File: config.mk
export PLATFORM = sky130hd
export DESIGN_NAME = ocp_arb2_flat
export DESIGN_NICKNAME = d
export VERILOG_FILES = /design/src/rtl/ocp_arb2_if.sv /design/src/rtl/ocp_arb2.sv /design/src/flat_wrapper.sv
export SDC_FILE = /design/constraint.sdc
export NUM_CORES = 1
export LEC_CHECK = 0
export ABC_AREA = 1
export BUFFER_PORTS_ARGS = -buffer_cell sky130_fd_sc_hd__buf_2
export CORE_AREA = 2 2 123 125
export DETAILED_ROUTE_END_ITERATION = 6
export DIE_AREA = 0 0 125 127
export PLACE_DENSITY = 0.5
export SKIP_LAST_GASP = 1
export SYNTH_ARGS = -nofsm -noshare
export SYNTH_HDL_FRONTEND = slang
export SYNTH_SLANG_ARGS = --single-unit
File: constraint.sdc
create_clock -name clk -period 1.4 [get_ports clk]
set_input_delay 0.14 -clock clk [delete_from_list [all_inputs] [get_ports clk]]
set_output_delay 0.14 -clock clk [all_outputs]
set_load 0.02 [all_outputs]
File: src/rtl/ocp_arb2_if.sv
// ocp_arb2_if: one OCP point-to-point link (request + accept + response).
// The arbiter uses the slave modport toward each master and the master modport toward the peripheral.
interface ocp_arb2_if #(
    parameter int ADDR_WIDTH = 32,
    parameter int DATA_WIDTH = 32,
    parameter int BEN_WIDTH  = 4
);
    logic [ADDR_WIDTH-1:0] addr;
    logic [2:0]            cmd;
    logic [DATA_WIDTH-1:0] data;
    logic [BEN_WIDTH-1:0]  byte_en;
    logic                  cmd_accept;
    logic [DATA_WIDTH-1:0] sdata;
    logic [1:0]            sresp;

    modport master (
        output addr, cmd, data, byte_en,
        input  cmd_accept, sdata, sresp
    );

    modport slave (
        input  addr, cmd, data, byte_en,
        output cmd_accept, sdata, sresp
    );
endinterface

File: src/rtl/ocp_arb2.sv
// ocp_arb2: two-master round-robin OCP arbiter sharing one slave; grant held through accept and read response.
// Optional read-response timeout (TIMEOUT cycles) is enabled by defining OCP_ARB2_RESP_TIMEOUT_EN.
module ocp_arb2 #(
    parameter int ADDR_WIDTH = 32,
    parameter int DATA_WIDTH = 32,
    parameter int BEN_WIDTH  = 4,
    parameter int TIMEOUT    = 255
) (
    input  logic       clk,
    input  logic       nrst,
    ocp_arb2_if.slave  m0,
    ocp_arb2_if.slave  m1,
    ocp_arb2_if.master s
);
    localparam logic [2:0] CMD_IDLE  = 3'd0;
    localparam logic [2:0] CMD_READ  = 3'd2;
    localparam logic [1:0] RESP_NULL = 2'd0;
    localparam logic [1:0] RESP_ERR  = 2'd3;

    typedef enum logic [1:0] {ST_IDLE, ST_CMD, ST_RESP} state_t;

    state_t state_reg;
    logic   grant_reg;
    logic   last_reg;

    logic [1:0][2:0]            req_cmd;
    logic [1:0][ADDR_WIDTH-1:0] req_addr;
    logic [1:0][DATA_WIDTH-1:0] req_data;
    logic [1:0][BEN_WIDTH-1:0]  req_ben;
    logic [1:0]                 req;

    logic [1:0]                 acc_out;
    logic [1:0][1:0]            sresp_out;
    logic [1:0][DATA_WIDTH-1:0] sdata_out;

    logic                  in_cmd;
    logic                  in_resp;
    logic                  timeout_hit;
    logic [2:0]            g_cmd;
    logic [1:0]            route_resp;
    logic [DATA_WIDTH-1:0] route_data;

    assign req_cmd  = {m1.cmd, m0.cmd};
    assign req_addr = {m1.addr, m0.addr};
    assign req_data = {m1.data, m0.data};
    assign req_ben  = {m1.byte_en, m0.byte_en};
    assign req      = {m1.cmd != CMD_IDLE, m0.cmd != CMD_IDLE};

    // Gating with nrst keeps every output at its idle value while reset is held.
    assign in_cmd  = nrst && (state_reg == ST_CMD);
    assign in_resp = nrst && (state_reg == ST_RESP);
    assign g_cmd   = req_cmd[grant_reg];

`ifdef OCP_ARB2_RESP_TIMEOUT_EN
    logic [15:0] tcnt_reg;

    assign timeout_hit = in_resp && (s.sresp == RESP_NULL) && (tcnt_reg == 16'(TIMEOUT - 1));

    always_ff @(posedge clk) begin
        if (!nrst || state_reg != ST_RESP) begin
            tcnt_reg <= '0;
        end else if (s.sresp == RESP_NULL) begin
            tcnt_reg <= tcnt_reg + 16'd1;
        end
    end
`else
    // RESP waits indefinitely; TIMEOUT is always positive so this is constant zero.
    assign timeout_hit = (TIMEOUT < 0);
`endif

    assign route_resp = timeout_hit ? RESP_ERR : s.sresp;
    assign route_data = timeout_hit ? '0 : s.sdata;

    assign s.cmd     = in_cmd ? g_cmd : CMD_IDLE;
    assign s.addr    = in_cmd ? req_addr[grant_reg] : '0;
    assign s.data    = in_cmd ? req_data[grant_reg] : '0;
    assign s.byte_en = in_cmd ? req_ben[grant_reg] : '0;

    generate
        for (genvar gi = 0; gi < 2; gi++) begin : g_route
            logic sel;
            assign sel            = (in_cmd || in_resp) && (grant_reg == 1'(gi));
            assign acc_out[gi]    = sel && in_cmd && s.cmd_accept;
            assign sresp_out[gi]  = sel ? route_resp : RESP_NULL;
            assign sdata_out[gi]  = sel ? route_data : '0;
        end
    endgenerate

    assign m0.cmd_accept = acc_out[0];
    assign m0.sresp      = sresp_out[0];
    assign m0.sdata      = sdata_out[0];
    assign m1.cmd_accept = acc_out[1];
    assign m1.sresp      = sresp_out[1];
    assign m1.sdata      = sdata_out[1];

    always_ff @(posedge clk) begin
        if (!nrst) begin
            state_reg <= ST_IDLE;
            grant_reg <= 1'b0;
            last_reg  <= 1'b1;
        end else begin
            case (state_reg)
                ST_IDLE: begin
                    if (req != 2'b00) begin
                        grant_reg <= (req == 2'b11) ? ~last_reg : req[1];
                        state_reg <= ST_CMD;
                    end
                end
                ST_CMD: begin
                    // A master withdrawing its command abandons the slot without counting as served.
                    if (g_cmd == CMD_IDLE) begin
                        state_reg <= ST_IDLE;
                    end else if (s.cmd_accept) begin
                        if (g_cmd != CMD_READ || s.sresp != RESP_NULL) begin
                            state_reg <= ST_IDLE;
                            last_reg  <= grant_reg;
                        end else begin
                            state_reg <= ST_RESP;
                        end
                    end
                end
                ST_RESP: begin
                    if (s.sresp != RESP_NULL || timeout_hit) begin
                        state_reg <= ST_IDLE;
                        last_reg  <= grant_reg;
                    end
                end
                default: state_reg <= ST_IDLE;
            endcase
        end
    end
endmodule
File: src/flat_wrapper.sv
// flat-port wrapper written by rule: the top's interface ports become plain ports
module ocp_arb2_flat 
#(
    parameter int ADDR_WIDTH = 32,
    parameter int DATA_WIDTH = 32,
    parameter int BEN_WIDTH  = 4,
    parameter int TIMEOUT    = 255
)
  (clk, nrst, m0_addr, m0_cmd, m0_data, m0_byte_en, m0_cmd_accept, m0_sdata, m0_sresp, m1_addr, m1_cmd, m1_data, m1_byte_en, m1_cmd_accept, m1_sdata, m1_sresp, s_addr, s_cmd, s_data, s_byte_en, s_cmd_accept, s_sdata, s_sresp);
  ocp_arb2_if #(.ADDR_WIDTH(ADDR_WIDTH), .DATA_WIDTH(DATA_WIDTH), .BEN_WIDTH(BEN_WIDTH)) m0_i ();
  ocp_arb2_if #(.ADDR_WIDTH(ADDR_WIDTH), .DATA_WIDTH(DATA_WIDTH), .BEN_WIDTH(BEN_WIDTH)) m1_i ();
  ocp_arb2_if #(.ADDR_WIDTH(ADDR_WIDTH), .DATA_WIDTH(DATA_WIDTH), .BEN_WIDTH(BEN_WIDTH)) s_i ();
  input  logic clk;
  input  logic nrst;
  input wire logic [$bits(m0_i.addr)-1:0] m0_addr;
  input wire logic [$bits(m0_i.cmd)-1:0] m0_cmd;
  input wire logic [$bits(m0_i.data)-1:0] m0_data;
  input wire logic [$bits(m0_i.byte_en)-1:0] m0_byte_en;
  output wire logic [$bits(m0_i.cmd_accept)-1:0] m0_cmd_accept;
  output wire logic [$bits(m0_i.sdata)-1:0] m0_sdata;
  output wire logic [$bits(m0_i.sresp)-1:0] m0_sresp;
  input wire logic [$bits(m1_i.addr)-1:0] m1_addr;
  input wire logic [$bits(m1_i.cmd)-1:0] m1_cmd;
  input wire logic [$bits(m1_i.data)-1:0] m1_data;
  input wire logic [$bits(m1_i.byte_en)-1:0] m1_byte_en;
  output wire logic [$bits(m1_i.cmd_accept)-1:0] m1_cmd_accept;
  output wire logic [$bits(m1_i.sdata)-1:0] m1_sdata;
  output wire logic [$bits(m1_i.sresp)-1:0] m1_sresp;
  output wire logic [$bits(s_i.addr)-1:0] s_addr;
  output wire logic [$bits(s_i.cmd)-1:0] s_cmd;
  output wire logic [$bits(s_i.data)-1:0] s_data;
  output wire logic [$bits(s_i.byte_en)-1:0] s_byte_en;
  input wire logic [$bits(s_i.cmd_accept)-1:0] s_cmd_accept;
  input wire logic [$bits(s_i.sdata)-1:0] s_sdata;
  input wire logic [$bits(s_i.sresp)-1:0] s_sresp;
  assign m0_i.addr = m0_addr;
  assign m0_i.cmd = m0_cmd;
  assign m0_i.data = m0_data;
  assign m0_i.byte_en = m0_byte_en;
  assign m0_cmd_accept = m0_i.cmd_accept;
  assign m0_sdata = m0_i.sdata;
  assign m0_sresp = m0_i.sresp;
  assign m1_i.addr = m1_addr;
  assign m1_i.cmd = m1_cmd;
  assign m1_i.data = m1_data;
  assign m1_i.byte_en = m1_byte_en;
  assign m1_cmd_accept = m1_i.cmd_accept;
  assign m1_sdata = m1_i.sdata;
  assign m1_sresp = m1_i.sresp;
  assign s_addr = s_i.addr;
  assign s_cmd = s_i.cmd;
  assign s_data = s_i.data;
  assign s_byte_en = s_i.byte_en;
  assign s_i.cmd_accept = s_cmd_accept;
  assign s_i.sdata = s_sdata;
  assign s_i.sresp = s_sresp;
  ocp_arb2 #(.ADDR_WIDTH(ADDR_WIDTH), .DATA_WIDTH(DATA_WIDTH), .BEN_WIDTH(BEN_WIDTH), .TIMEOUT(TIMEOUT)) u_core (.clk(clk), .nrst(nrst), .m0(m0_i), .m1(m1_i), .s(s_i));
endmodule
Word-level counts from Yosys, hierarchy flattened
Cells that the tools add are included.
- $add $sub $neg: 0
- multiply operators: 0
- divide/modulo/power cells: 0
- $lt $le $gt $ge: 1
- equality and inequality tests: 10
- shift operators: 0
- multiplexer cells: 28
- bitwise gates (word level): 2
- reductions and logical operators: 20
- operators by type and width (operator ; number):
    32-bit two-way mux ; 8
    2-bit two-way mux ; 7
    4-bit two-way mux ; 3
    3-bit two-way mux ; 3
    1-bit logical AND ; 8
    2-bit inequality test (second input constant) ; 4
    2-bit one-hot mux with 3 select lines ; 1
    2-bit nonzero test ; 3
    3-bit nonzero test ; 2
    1-bit two-way mux ; 5
    5-bit AND reduction ; 1
    2-bit equality test (second input constant) ; 2
    3-bit logical NOT ; 1
    3-bit by 2-bit inequality test with 1-bit output (second input constant) ; 1
    3-bit inequality test (second input constant) ; 1
    3-bit AND reduction ; 1
    2-bit by 1-bit equality test with 1-bit output (second input constant) ; 1
    2-bit logical NOT ; 1
    1-bit logical OR ; 2
    1-bit by 2-bit less-than comparator with 1-bit output (second input constant) ; 1
    2-bit by 1-bit inequality test with 1-bit output (second input constant) ; 1
    1-bit NOT ; 2
    1-bit one-hot mux with 2 select lines ; 1
    2-bit AND reduction ; 1
- register bits: 4
- bits in latches: 0
- bits in writable memories: 0
- ROM bits: 0
- output and inout bits: 141
- word-level logic and storage cells: 64
- memories: 0

Logic depth before layout (Yosys ltp)
- word-level depth: 8
- depth in mapped cells: 10

Least setup slack after synthesis
Ideal clock, no wire load.
- path kind: reg-to-output
- start point: register u_core.grant_reg
- end point: output m1_cmd_accept
- arrival time: 1.258 ns
- required time: 1.260 ns
- path slack: 0.002 ns
- stages on the path, launching flop included: 5
- cells stage by stage: dfxtp_1 inv_2 buf_6 clkbuf_1 nor3_1
- word-level cells in the longest chain between the ends: 3
- ends and longest elaborated chain (item ; line ; RTL):
    start, declared ; ocp_arb2.sv:23 ; logic grant_reg;
    start signal, assigned ; ocp_arb2.sv:105 ; grant_reg <= (req == 2'b11) ? ~last_reg : req[1];
    1-bit logical AND ; ocp_arb2.sv:82 ; assign sel = (in_cmd || in_resp) && (grant_reg == 1'(gi));
    1-bit logical AND (2 in a row) ; ocp_arb2.sv:83 ; assign acc_out[gi] = sel && in_cmd && s.cmd_accept;
    end, declared ; flat_wrapper.sv:26 ; output wire logic [$bits(m1_i.cmd_accept)-1:0] m1_cmd_accept;
Every way passes these cells.

Worst setup path after layout
- start point: register u_core.state_reg[1]
- end point: output m1_sdata[3]
- word-level cells in the longest chain between the ends: 5
- elaborated cells on any way between the ends: 7
- classes of those cells: eq/ne (2); mux (1); reduce/logical (4)
- ends and longest elaborated chain (item ; line ; RTL):
    start, declared ; ocp_arb2.sv:22 ; state_t state_reg;
    start signal, assigned ; ocp_arb2.sv:98 ; state_reg <= ST_IDLE;
    start signal, assigned ; ocp_arb2.sv:106 ; state_reg <= ST_CMD;
    start signal, assigned ; ocp_arb2.sv:112 ; state_reg <= ST_IDLE;
    2-bit by 1-bit equality test with 1-bit output / 2-bit equality test (equally long branches) ; ocp_arb2.sv:50, ocp_arb2.sv:51 ;
    1-bit logical AND (on tied branches) ; ocp_arb2.sv:50, ocp_arb2.sv:51 ;
    1-bit logical OR (*) ; ocp_arb2.sv:82 ;
    1-bit logical AND (*) ; ocp_arb2.sv:82 ;
    32-bit two-way mux (*) ; ocp_arb2.sv:85 ; assign sdata_out[gi] = sel ? route_data : '0;
    end, declared ; flat_wrapper.sv:27 ; output wire logic [$bits(m1_i.sdata)-1:0] m1_sdata;
Mark *: on every way between the ends. The rest lies on a longest branch, timed or not.

==> reports/results.txt <==
Fmax: 604 MHz
Number of flops mapped to enable cells by yosys: 0
Synth Net Count: 587
DRC viols: 0
Sw Ratio: 0.460
Antenna violations before repair: 2
CTS tree: done
Critical path class: reg2out
Slew @ Worst Pin: 0.280 ns
Rows: 44
Root Buffer: clkbuf_16
Post-route antenna net violation count: 0
Hold WS: 0.114 ns
Reg2reg end: u_core.state_reg[1]$_SDFFE_PN0P_
Status: complete, but fails checks
First-pass GRT wire length: 18.3 mm
Largest register FFs: 2
WL/cell: 14.8 um
Finished Layout Cells: 920
Synth Cell Area: 1860 um^2
CP max stage delay: 0.34 ns
Worst min path class: in2reg
Gpl congestion: 0.782
Reg clk slew, reported paths: 0.03 ns
Routed WL: 13.6 mm
Clock share of power: 0.184
CP max-delay cell: dfxtp_2
Critical Path Fanout Max: 9
Total CTS buffers: 3
CP Data Arrival Time: 1.52 ns
Initial DRC count: 83
Worst path depth: 8
Die area: 15900 um^2
Sequential share of the synthesized area: 0.0431
Yosys warns: 0
Int Pwr: 1340 uW
Leakage: 0.00283 uW
HPWL after DPL: 9.31 mm
Vias post-DR: 3794
Placed cell areas: 3620 um^2
Effective utilization at floorplan: 0.129
Critical Path RT: 1.26 ns
Ys async rst share: 0
Final period util: 1.18
Synth Register Bits: 4
Mean Syn Cell Area: 4.55 um^2
Final Skew: 0.00300 ns
Vias in the first global route: 3616
Clock latency at the later pin of the worst-skew pair: 0.23 ns
R2r worst-path depth: 9
Buf/Inv on CP: 4
Logic pwr share: 0.757
Clock sink total: 4
Crit. End Element: output port
Final setup margin: -0.256 ns
Routed vias/inst: 4.12
Die width: 125 um
Setup crit start: u_core.state_reg[1]$_SDFFE_PN0P_
Core Area: 14400 um^2
Reg-to-Reg Start: u_core.grant_reg$_SDFFE_PN0P_
Net switching power: 1140 uW
Startpoint types: flop
Most common cell after layout, fill and taps aside: buf_2
PwrDens: 501 nW/um^2
Gr usage total: 0.141
End of the critical path: m1_sdata[3]
ANT cells: 0
Largest net degree at the start of global routing: 46
Grt ovf: 0
Minimum clock period: 1.66 ns
Cell family with most CP delay: buffers and inverters
I/O Pins: 320
Final setup vio count: 141
Max Root-Sink Buffers: 2
RSZ-0062 raised after global routing: yes
Seq pwr share: 0.059
Max cap viols: 0
Post-layout utilization of the core: 0.344
Place WS: -0.144 ns
# port buffers: 319
Crit-path cells: inv_4 -> nor2_4 -> inv_2 -> a21oi_4 -> nand2_4 -> clkbuf_16 -> nor2_1 -> buf_4
Hold Vio Cnt, Final: 0
DP Cell Count: 895
Syn Inst Count: 408
Maximum VDD drop: 0.000236 V
Final Max Tran Viols: 0
Share of cells above drive strength 1: 0.595
Cell variety after synth: 18
Detailed Routing Iterations Pass 1: 4
Fin nets: 917
Slew HR: 0.813
Depth of the CTS H-tree: 1
Violated checks: setup timing
Setup slack, reg-to-reg: 0.03 ns
Area Overhead vs Synth: 167%
Post-Layout Inst Area: 4960 um^2
Die Height: 127 um
Most frequent cells in the layout: buf_2 (178), nand2_1 (146), buf_4 (131)
Synth Flop Type: dfxtp_1
## power by group through the flow
stage	sequential, uW	clock (uW)	combinational [uW]
after floorplan	136	0	796
after global placement	140	0	1350
after detailed placement	140	0	1340
after CTS	150	462	1610
after global routing	150	479	2040
final	148	456	1880
## metrics by stage
stage | power, uW | setup TNS [ns]
CTS | 2230 | -19.81
global route | 2670 | -30.13
floorplan | 932 | 0
detailed placement | 1480 | -0.669
finish | 2490 | -21.50
global placement | 1490 | -0.578
## repair_timing
item	CTS	global route
cloned	5	7
resized for setup	156	133
setup endpoints to repair	141	143
hold buffers	0	0
hold endpoints to repair	0	0
setup buffers	5	5
pin swaps	2	17
## worst min-delay path by stage
stage / start / endpoint / slack, ns / cells after the start
finish: nrst / u_core.last_reg$_SDFFE_PN1P_ / 0.11 / 2
global route: nrst / u_core.last_reg$_SDFFE_PN1P_ / 0.13 / 2
CTS: nrst / u_core.last_reg$_SDFFE_PN1P_ / 0.12 / 2
detailed placement: nrst / u_core.last_reg$_SDFFE_PN1P_ / 0.35 / 2
global placement: nrst / u_core.last_reg$_SDFFE_PN1P_ / 0.34 / 2
floorplan: nrst / u_core.last_reg$_SDFFE_PN1P_ / 0.22 / 1
## final cells by class
cell class,instances,area (um^2)
fill,1552,9460
timing repair buffer,354,2630
multi-input combinational,327,1750
tap,184,230
inverter,48,195
sequential,4,88.8
clock buffer,3,75.1
## cell usage after synthesis (3+ instances only)
cell,count,share of area
buf_6,14,0.085
nand3_1,7,0.019
buf_4,3,0.012
a21oi_1,70,0.19
dfxtp_1,4,0.043
nor2_1,78,0.16
nand2_1,159,0.32
buf_2,7,0.019
inv_1,46,0.093
nand2_2,4,0.013
clkbuf_1,5,0.010
## logic make-up (layout without fill, tap and decap cells)
| group | Yosys count | count (layout) | share of synthesized area |
|---|---|---|---|
| buf+inv | 77 | 405 | 0.223 |
| flops | 4 | 4 | 0.0431 |
| simple gates | 253 | 253 | 0.529 |
| compound gates | 74 | 74 | 0.205 |
## routing by layer
| metal | global-route usage | routed length [um] | vias to the layer above | share of wire |
|---|---|---|---|---|
| met5 | 0 | 0 | - | 0 |
| met4 | 0.0288 | 245 | 0 | 0.018 |
| met3 | 0.0281 | 975 | 18 | 0.072 |
| met2 | 0.289 | 7590 | 210 | 0.56 |
| met1 | 0.146 | 4800 | 1664 | 0.35 |
| li1 | - | - | 1902 | - |
No activity file was read; power rests on OpenSTA's default activity.
